## src/rtl/ps2_pkg.sv

```systemverilog
// ps2_pkg: shared definitions for the PS/2 set-2 scan-code sequencer.
//   - scan-code constants for the prefixes and status bytes
//   - sequencer state encoding
//   - packed key-event record {brk, ext, code}
package ps2_pkg;

  localparam logic [7:0] PS2_EXT      = 8'hE0;
  localparam logic [7:0] PS2_BRK      = 8'hF0;
  localparam logic [7:0] PS2_PAUSE    = 8'hE1;
  localparam logic [7:0] PS2_BAT_OK   = 8'hAA;
  localparam logic [7:0] PS2_BAT_FAIL = 8'hFC;
  localparam logic [7:0] PS2_OVR0     = 8'h00;
  localparam logic [7:0] PS2_OVR1     = 8'hFF;

  // Code reported for the whole E1 Pause sequence
  localparam logic [7:0] PS2_PAUSE_CODE = 8'h77;

  typedef enum logic [1:0] {
    ST_IDLE,
    ST_EXT,
    ST_BRK,
    ST_PAUSE
  } seq_state_e;

  typedef struct packed {
    logic       brk;
    logic       ext;
    logic [7:0] code;
  } ps2_ev_t;

  localparam int EV_W = $bits(ps2_ev_t);

  // Keyboard error/overrun codes
  function automatic logic is_err_code(input logic [7:0] b);
    return (b == PS2_BAT_FAIL) || (b == PS2_OVR0) || (b == PS2_OVR1);
  endfunction

endpackage

```

## src/rtl/ps2_event_fifo.sv

```systemverilog
// ps2_event_fifo: synchronous FIFO for key events.
//   sysclk/reset : clock, synchronous active-high reset (pointers only)
//   push/wdata   : write request; accepted when not full, or when full and
//                  a pop happens in the same cycle
//   pop          : read request; ignored when empty
//   rdata        : head entry, forced to zero while empty
//   full/empty   : occupancy flags
module ps2_event_fifo #(
  parameter int DEPTH = 8,
  parameter int W     = 10
) (
  input  logic         sysclk,
  input  logic         reset,
  input  logic         push,
  input  logic [W-1:0] wdata,
  input  logic         pop,
  output logic [W-1:0] rdata,
  output logic         full,
  output logic         empty
);

  localparam int AW = $clog2(DEPTH);

  // Extra MSB on each pointer distinguishes full from empty
  logic [AW:0]  wptr, rptr;
  logic [W-1:0] mem [DEPTH];
  logic         do_push, do_pop;

  assign empty   = (wptr == rptr);
  assign full    = (wptr[AW] != rptr[AW]) && (wptr[AW-1:0] == rptr[AW-1:0]);
  assign do_pop  = pop & ~empty;
  assign do_push = push & (~full | do_pop);
  assign rdata   = empty ? '0 : mem[rptr[AW-1:0]];

  always_ff @(posedge sysclk) begin
    if (reset) begin
      wptr <= '0;
      rptr <= '0;
    end else begin
      if (do_push) wptr <= wptr + 1'b1;
      if (do_pop)  rptr <= rptr + 1'b1;
    end
  end

  // Storage needs no reset; visibility is governed by the pointers
  always_ff @(posedge sysclk) begin
    if (do_push && !reset) mem[wptr[AW-1:0]] <= wdata;
  end

endmodule

```

## src/rtl/ps2_keyseq.sv

```systemverilog
// ps2_keyseq: folds PS/2 set-2 byte sequences into key events.
//   sysclk, reset          : clock, synchronous active-high reset
//   word, done             : byte from parser with one-cycle strobe
//   ev_valid/ev_ready      : head-of-queue handshake
//   ev_code/ev_ext/ev_brk  : head event fields (zero while empty)
//   bat_ok                 : one-cycle pulse on self-test pass (AA)
//   kbd_err                : sticky, FC/00/FF seen
//   ovf                    : sticky, event dropped on full queue
//   err_clr                : clears kbd_err and ovf (a same-cycle set wins)
module ps2_keyseq
  import ps2_pkg::*;
#(
  parameter int DEPTH   = 8,
  parameter int TIMEOUT = 2000
) (
  input  logic       sysclk,
  input  logic       reset,
  input  logic [7:0] word,
  input  logic       done,
  output logic       ev_valid,
  input  logic       ev_ready,
  output logic [7:0] ev_code,
  output logic       ev_ext,
  output logic       ev_brk,
  output logic       bat_ok,
  output logic       kbd_err,
  output logic       ovf,
  input  logic       err_clr
);

  localparam int TW = $clog2(TIMEOUT + 1);

  seq_state_e state;
  logic       ext_f;
  logic [2:0] skip_cnt;
  logic [TW-1:0] tmo_cnt;

  logic    push, pop, full, empty;
  logic    bat_set, err_set, ovf_set;
  ps2_ev_t push_ev, head;

  // Event generation is combinational so the FIFO write lands on the
  // same edge that samples done.
  always_comb begin
    push    = 1'b0;
    push_ev = '0;
    bat_set = 1'b0;
    err_set = 1'b0;
    if (done) begin
      unique case (state)
        ST_IDLE: begin
          if (word == PS2_BAT_OK)   bat_set = 1'b1;
          else if (is_err_code(word)) err_set = 1'b1;
          else if (word != PS2_EXT && word != PS2_BRK && word != PS2_PAUSE) begin
            push    = 1'b1;
            push_ev = '{brk: 1'b0, ext: 1'b0, code: word};
          end
        end
        ST_EXT: if (word != PS2_BRK) begin
          push    = 1'b1;
          push_ev = '{brk: 1'b0, ext: 1'b1, code: word};
        end
        ST_BRK: begin
          push    = 1'b1;
          push_ev = '{brk: 1'b1, ext: ext_f, code: word};
        end
        ST_PAUSE: if (skip_cnt <= 3'd1) begin
          push    = 1'b1;
          push_ev = '{brk: 1'b0, ext: 1'b1, code: PS2_PAUSE_CODE};
        end
        default: ;
      endcase
    end
  end

  assign pop     = ev_ready & ev_valid;
  assign ovf_set = push & full & ~pop;

  always_ff @(posedge sysclk) begin
    if (reset) begin
      state    <= ST_IDLE;
      ext_f    <= 1'b0;
      skip_cnt <= '0;
      tmo_cnt  <= '0;
      bat_ok   <= 1'b0;
      kbd_err  <= 1'b0;
      ovf      <= 1'b0;
    end else begin
      bat_ok <= bat_set;
      if (done) begin
        tmo_cnt <= '0;
        unique case (state)
          ST_IDLE: begin
            if (word == PS2_EXT) begin
              state <= ST_EXT;
              ext_f <= 1'b1;
            end else if (word == PS2_BRK) begin
              state <= ST_BRK;
              ext_f <= 1'b0;
            end else if (word == PS2_PAUSE) begin
              state    <= ST_PAUSE;
              skip_cnt <= 3'd7;
            end
          end
          ST_EXT: begin
            if (word == PS2_BRK) state <= ST_BRK;
            else begin
              state <= ST_IDLE;
              ext_f <= 1'b0;
            end
          end
          ST_BRK: begin
            state <= ST_IDLE;
            ext_f <= 1'b0;
          end
          ST_PAUSE: begin
            // Pause payload bytes are counted, never decoded
            if (skip_cnt <= 3'd1) begin
              state    <= ST_IDLE;
              skip_cnt <= '0;
            end else begin
              skip_cnt <= skip_cnt - 3'd1;
            end
          end
          default: state <= ST_IDLE;
        endcase
      end else if (state != ST_IDLE) begin
        // Stalled partial sequence: abandon silently
        if (tmo_cnt == TW'(TIMEOUT)) begin
          state    <= ST_IDLE;
          ext_f    <= 1'b0;
          skip_cnt <= '0;
          tmo_cnt  <= '0;
        end else begin
          tmo_cnt <= tmo_cnt + TW'(1);
        end
      end
      if (err_set)      kbd_err <= 1'b1;
      else if (err_clr) kbd_err <= 1'b0;
      if (ovf_set)      ovf <= 1'b1;
      else if (err_clr) ovf <= 1'b0;
    end
  end

  ps2_event_fifo #(.DEPTH(DEPTH), .W(EV_W)) u_fifo (
    .sysclk (sysclk),
    .reset  (reset),
    .push   (push),
    .wdata  (push_ev),
    .pop    (pop),
    .rdata  (head),
    .full   (full),
    .empty  (empty)
  );

  assign ev_valid = ~empty;
  assign ev_code  = head.code;
  assign ev_ext   = head.ext;
  assign ev_brk   = head.brk;

endmodule

```

## config.mk

```make
export PLATFORM = sky130hd
export DESIGN_NAME = ps2_keyseq
export DESIGN_NICKNAME = d
export VERILOG_FILES = /design/src/rtl/ps2_pkg.sv /design/src/rtl/ps2_event_fifo.sv /design/src/rtl/ps2_keyseq.sv
export SDC_FILE = /design/constraint.sdc
export NUM_CORES = 1
export LEC_CHECK = 0
export ABC_CLOCK_PERIOD_IN_PS = 3900
export BUFFER_PORTS_ARGS = -buffer_cell sky130_fd_sc_hd__buf_2
export CORE_UTILIZATION = 60
export DETAILED_ROUTE_END_ITERATION = 12
export PLACE_DENSITY = 0.89
export SETUP_SLACK_MARGIN = 0.05
export SYNTH_ARGS = -nofsm -noshare
export SYNTH_HDL_FRONTEND = slang
export SYNTH_SLANG_ARGS = --single-unit
```

## constraint.sdc

```tcl
create_clock -name sysclk -period 3.9 [get_ports sysclk]
set_input_delay 0.39 -clock sysclk [delete_from_list [all_inputs] [get_ports sysclk]]
set_output_delay 0.39 -clock sysclk [all_outputs]
set_load 0.02 [all_outputs]
```

==> results.tsv <==
metric	value	unit
met3 wirelength from detailed routing	490	um
Area Growth Syn to Fin	9.17	%
Worst Hold Launch	err_clr	
antenna violations before repair	0	
Top FF cell, synth	sky130_fd_sc_hd__edfxtp_1	
Setup crit start	state[1]	
async set or reset register ratio after synthesis	0	
via count of the first global-routing pass	2949	
pre-CTS setup slack	1090	ps
count of routing violations after the opening detailed-route iteration	244	
number of instances in the synthesized netlist	367	
number of flops mapped to enable cells by yosys	80	
cell area reported after detailed placement	5180	sq um
highest routing layer actually used	met4	
warnings from Yosys	0	
Antenna Diode Count	0	
Core ar.	7810	sq um
ports placed on the boundary	27	
max-cap violations	0	
worst slew slack as a fraction of its limit	0.359	
required time reported for the critical path endpoint	3970	ps
post-synth design cell area	4910	sq um
Routability Congestion	0.944	
Final HPWL DP	6.69	mm
post-synth net total	390	
Seq/Total Area, Yosys	0.616	
# nets final	422	
Die Span Y	92.5	um
count of port buffers added during placement	26	
Finish-stage setup viols	0	
aggregate global-route resource usage	0.242	
clock tree from TritonCTS	built	
IR drop worst, VDD	0.242	mV
Least-Margin Pin Slew	961	ps
average cell area after synthesis	13.4	sq um
Final Instance Area	5360	sq um
Avg WL per Cell	18.5	um
Netlist cell types	45	
placed cell count	490	
final critical-path share of the clock period	0.728	
number of synthesized register bits	111	
worst-path maximum fanout	12	
most area-consuming cells after synthesis	sky130_fd_sc_hd__edfxtp_1, sky130_fd_sc_hd__dfxtp_1, sky130_fd_sc_hd__mux4_2, sky130_fd_sc_hd__nor2_1, sky130_fd_sc_hd__mux2i_1	
first-pass GRT wire length	15.2	mm
number of iterations in the first detailed-routing pass	5	
top cell type's share of synthesized area	0.489	
number of placement rows	32	
met1 routed wirelength after detailed routing	3.88	mm
global route total overflow	0	
effective utilization at floorplan	0.629	
Power Dens Cells	488	nW/um^2
CTS clk-pin slew, worst paths	100	ps
largest clock skew in the final design	12.8	ps
max frequency	352	MHz
deepest level of the CTS H-tree	3	
setup slack after layout	1060	ps
Setup Crit Path Kind	flop to flop	
HP Class	input pin to flop	
TritonCTS Buffers	9	
count of pins over their slew limit	0	
detailed-route vias per instance	5.87	
total vias in the final route	2971	
Post-Route WL	9.39	mm
buffer cell driving the clock tree root	sky130_fd_sc_hd__clkbuf_8	
setup repair after global routing missed its margin	no	
number of buffers inserted to repair setup after CTS	0	
number of sinks on the clock net	111	
static leakage	1.86	nW
most area-hungry cell type in the Yosys netlist	sky130_fd_sc_hd__edfxtp_1	
CTS Hold Bufs	0	
post-route minimum period	2840	ps
largest net degree at the start of global routing	23	
kind of end point of the critical path	flop	
maximum count of clock buffers along a single path	2	
total negative slack for setup checks	0	ps
Hold Violations, Final	0	
endpoint arrival time on the critical path	2910	ps
insertion delay to the later sink of the worst-skew pair	370	ps
area of the die	8550	sq um
share of final-layout standard cells stronger than drive strength 1	0.196	
Antenna Nets Post-Route	0	
worst reg2reg path startpoint	state[1]	
type of element launching the critical path	flop	
total power of the final layout	2.62	mW
post-layout instance count excluding filler cells	506	
amount of wire on met2 after detailed routing	4.90	mm
number of gates resized after CTS	0	
final routed DRC violation total	0	
status	finished, final reports clean	
horizontal die dimension	92.5	um
[logic make-up after synthesis]
group           synth area share
fa+ha+maj                 0.0255
mux                        0.122
compound gates            0.0413
simple gates               0.140
xor+xnor                  0.0321
buf+inv                   0.0232
flops                      0.616
[state kept, by name (all words and copies together) (netlist names), named ones only]
name	count
skip_cnt	3
tmo_cnt	11
ext_f	1
u_fifo.mem	80
state	2
kbd_err	1
bat_ok	1
u_fifo.wptr	4
ovf	1
u_fifo.rptr	4
[cells in the final DEF (no fill, tap or decap), types with 11 or more instances in the layout]
cell and count:
sky130_fd_sc_hd__nor2_1 52, sky130_fd_sc_hd__nor3_1 12, sky130_fd_sc_hd__o21ai_0 11, sky130_fd_sc_hd__buf_2 26, sky130_fd_sc_hd__mux4_2 20, sky130_fd_sc_hd__edfxtp_1 80
sky130_fd_sc_hd__xor2_1 13, sky130_fd_sc_hd__mux2i_1 15, sky130_fd_sc_hd__nand2_1 18, sky130_fd_sc_hd__dfxtp_1 31
[through the flow]
| stage | utilization | hold slack (ps) |
|---|---|---|
| floorplan | - | 460 |
| global placement | 0.663 | 459 |
| detailed placement | 0.663 | 473 |
| CTS | 0.687 | 281 |
| global route | 0.687 | 293 |
| finish | 0.687 | 286 |
[final cells by class]
type	count	area (sq um)
sequential	111	3020
fill	540	2450
multi-input combinational	231	1790
timing repair buffer	36	205
clock buffer	10	128
tap	102	128
clock inverter	6	53.8
inverter	10	37.5
[where the power goes]
| part | switching [mW] | internal (mW) | leakage, nW | total, mW |
|---|---|---|---|---|
| Clock | 0.383 | 0.242 | 0.0825 | 0.626 |
| Sequential | 0.0425 | 1.32 | 0.988 | 1.36 |
| Combinational | 0.363 | 0.268 | 0.788 | 0.631 |
[path summary, 6_finish.rpt]
check	end	slack [ps]	cells after the start
setup / recovery	u_fifo.mem[6][9]	1060	9
hold / removal	kbd_err	290	3
hold reg to reg	kbd_err	490	2
setup reg to reg	u_fifo.mem[6][9]	1060	9
[cells in the mapped netlist (3+ instances only)]
cell / n
sky130_fd_sc_hd__a21oi_1: 9
sky130_fd_sc_hd__and4_1: 3
sky130_fd_sc_hd__buf_2: 4
sky130_fd_sc_hd__clkbuf_1: 8
sky130_fd_sc_hd__dfxtp_1: 31
sky130_fd_sc_hd__edfxtp_1: 80
sky130_fd_sc_hd__ha_1: 10
sky130_fd_sc_hd__inv_1: 10
sky130_fd_sc_hd__mux2i_1: 15
sky130_fd_sc_hd__mux4_2: 20
sky130_fd_sc_hd__nand2_1: 18
sky130_fd_sc_hd__nand2b_1: 8
sky130_fd_sc_hd__nand3_1: 7
sky130_fd_sc_hd__nand4_1: 4
sky130_fd_sc_hd__nor2_1: 52
sky130_fd_sc_hd__nor2b_1: 7
sky130_fd_sc_hd__nor3_1: 12
sky130_fd_sc_hd__nor3b_1: 3
sky130_fd_sc_hd__nor4bb_1: 3
sky130_fd_sc_hd__o21ai_0: 11
sky130_fd_sc_hd__or2_2: 3
sky130_fd_sc_hd__or4_1: 3
sky130_fd_sc_hd__xnor2_1: 5
sky130_fd_sc_hd__xor2_1: 13
[worst max-delay path, stage by stage (launching register included)]
cell,delay [ps]
sky130_fd_sc_hd__dfxtp_1,430
sky130_fd_sc_hd__inv_1,90
sky130_fd_sc_hd__ha_1,360
sky130_fd_sc_hd__nor2b_1,280
sky130_fd_sc_hd__nor2_1,80
sky130_fd_sc_hd__a32oi_1,220
sky130_fd_sc_hd__nand2_2,170
sky130_fd_sc_hd__or2_2,410
sky130_fd_sc_hd__nor3_1,280
sky130_fd_sc_hd__buf_4,240
[layer usage]
layer / track usage / vias up
met5: 0 / -
met4: 0.0716 / 0
met3: 0.0402 / 11
met2: 0.414 / 116
met1: 0.318 / 1417
li1: - / 1427
(Power assumes the default switching activity.)
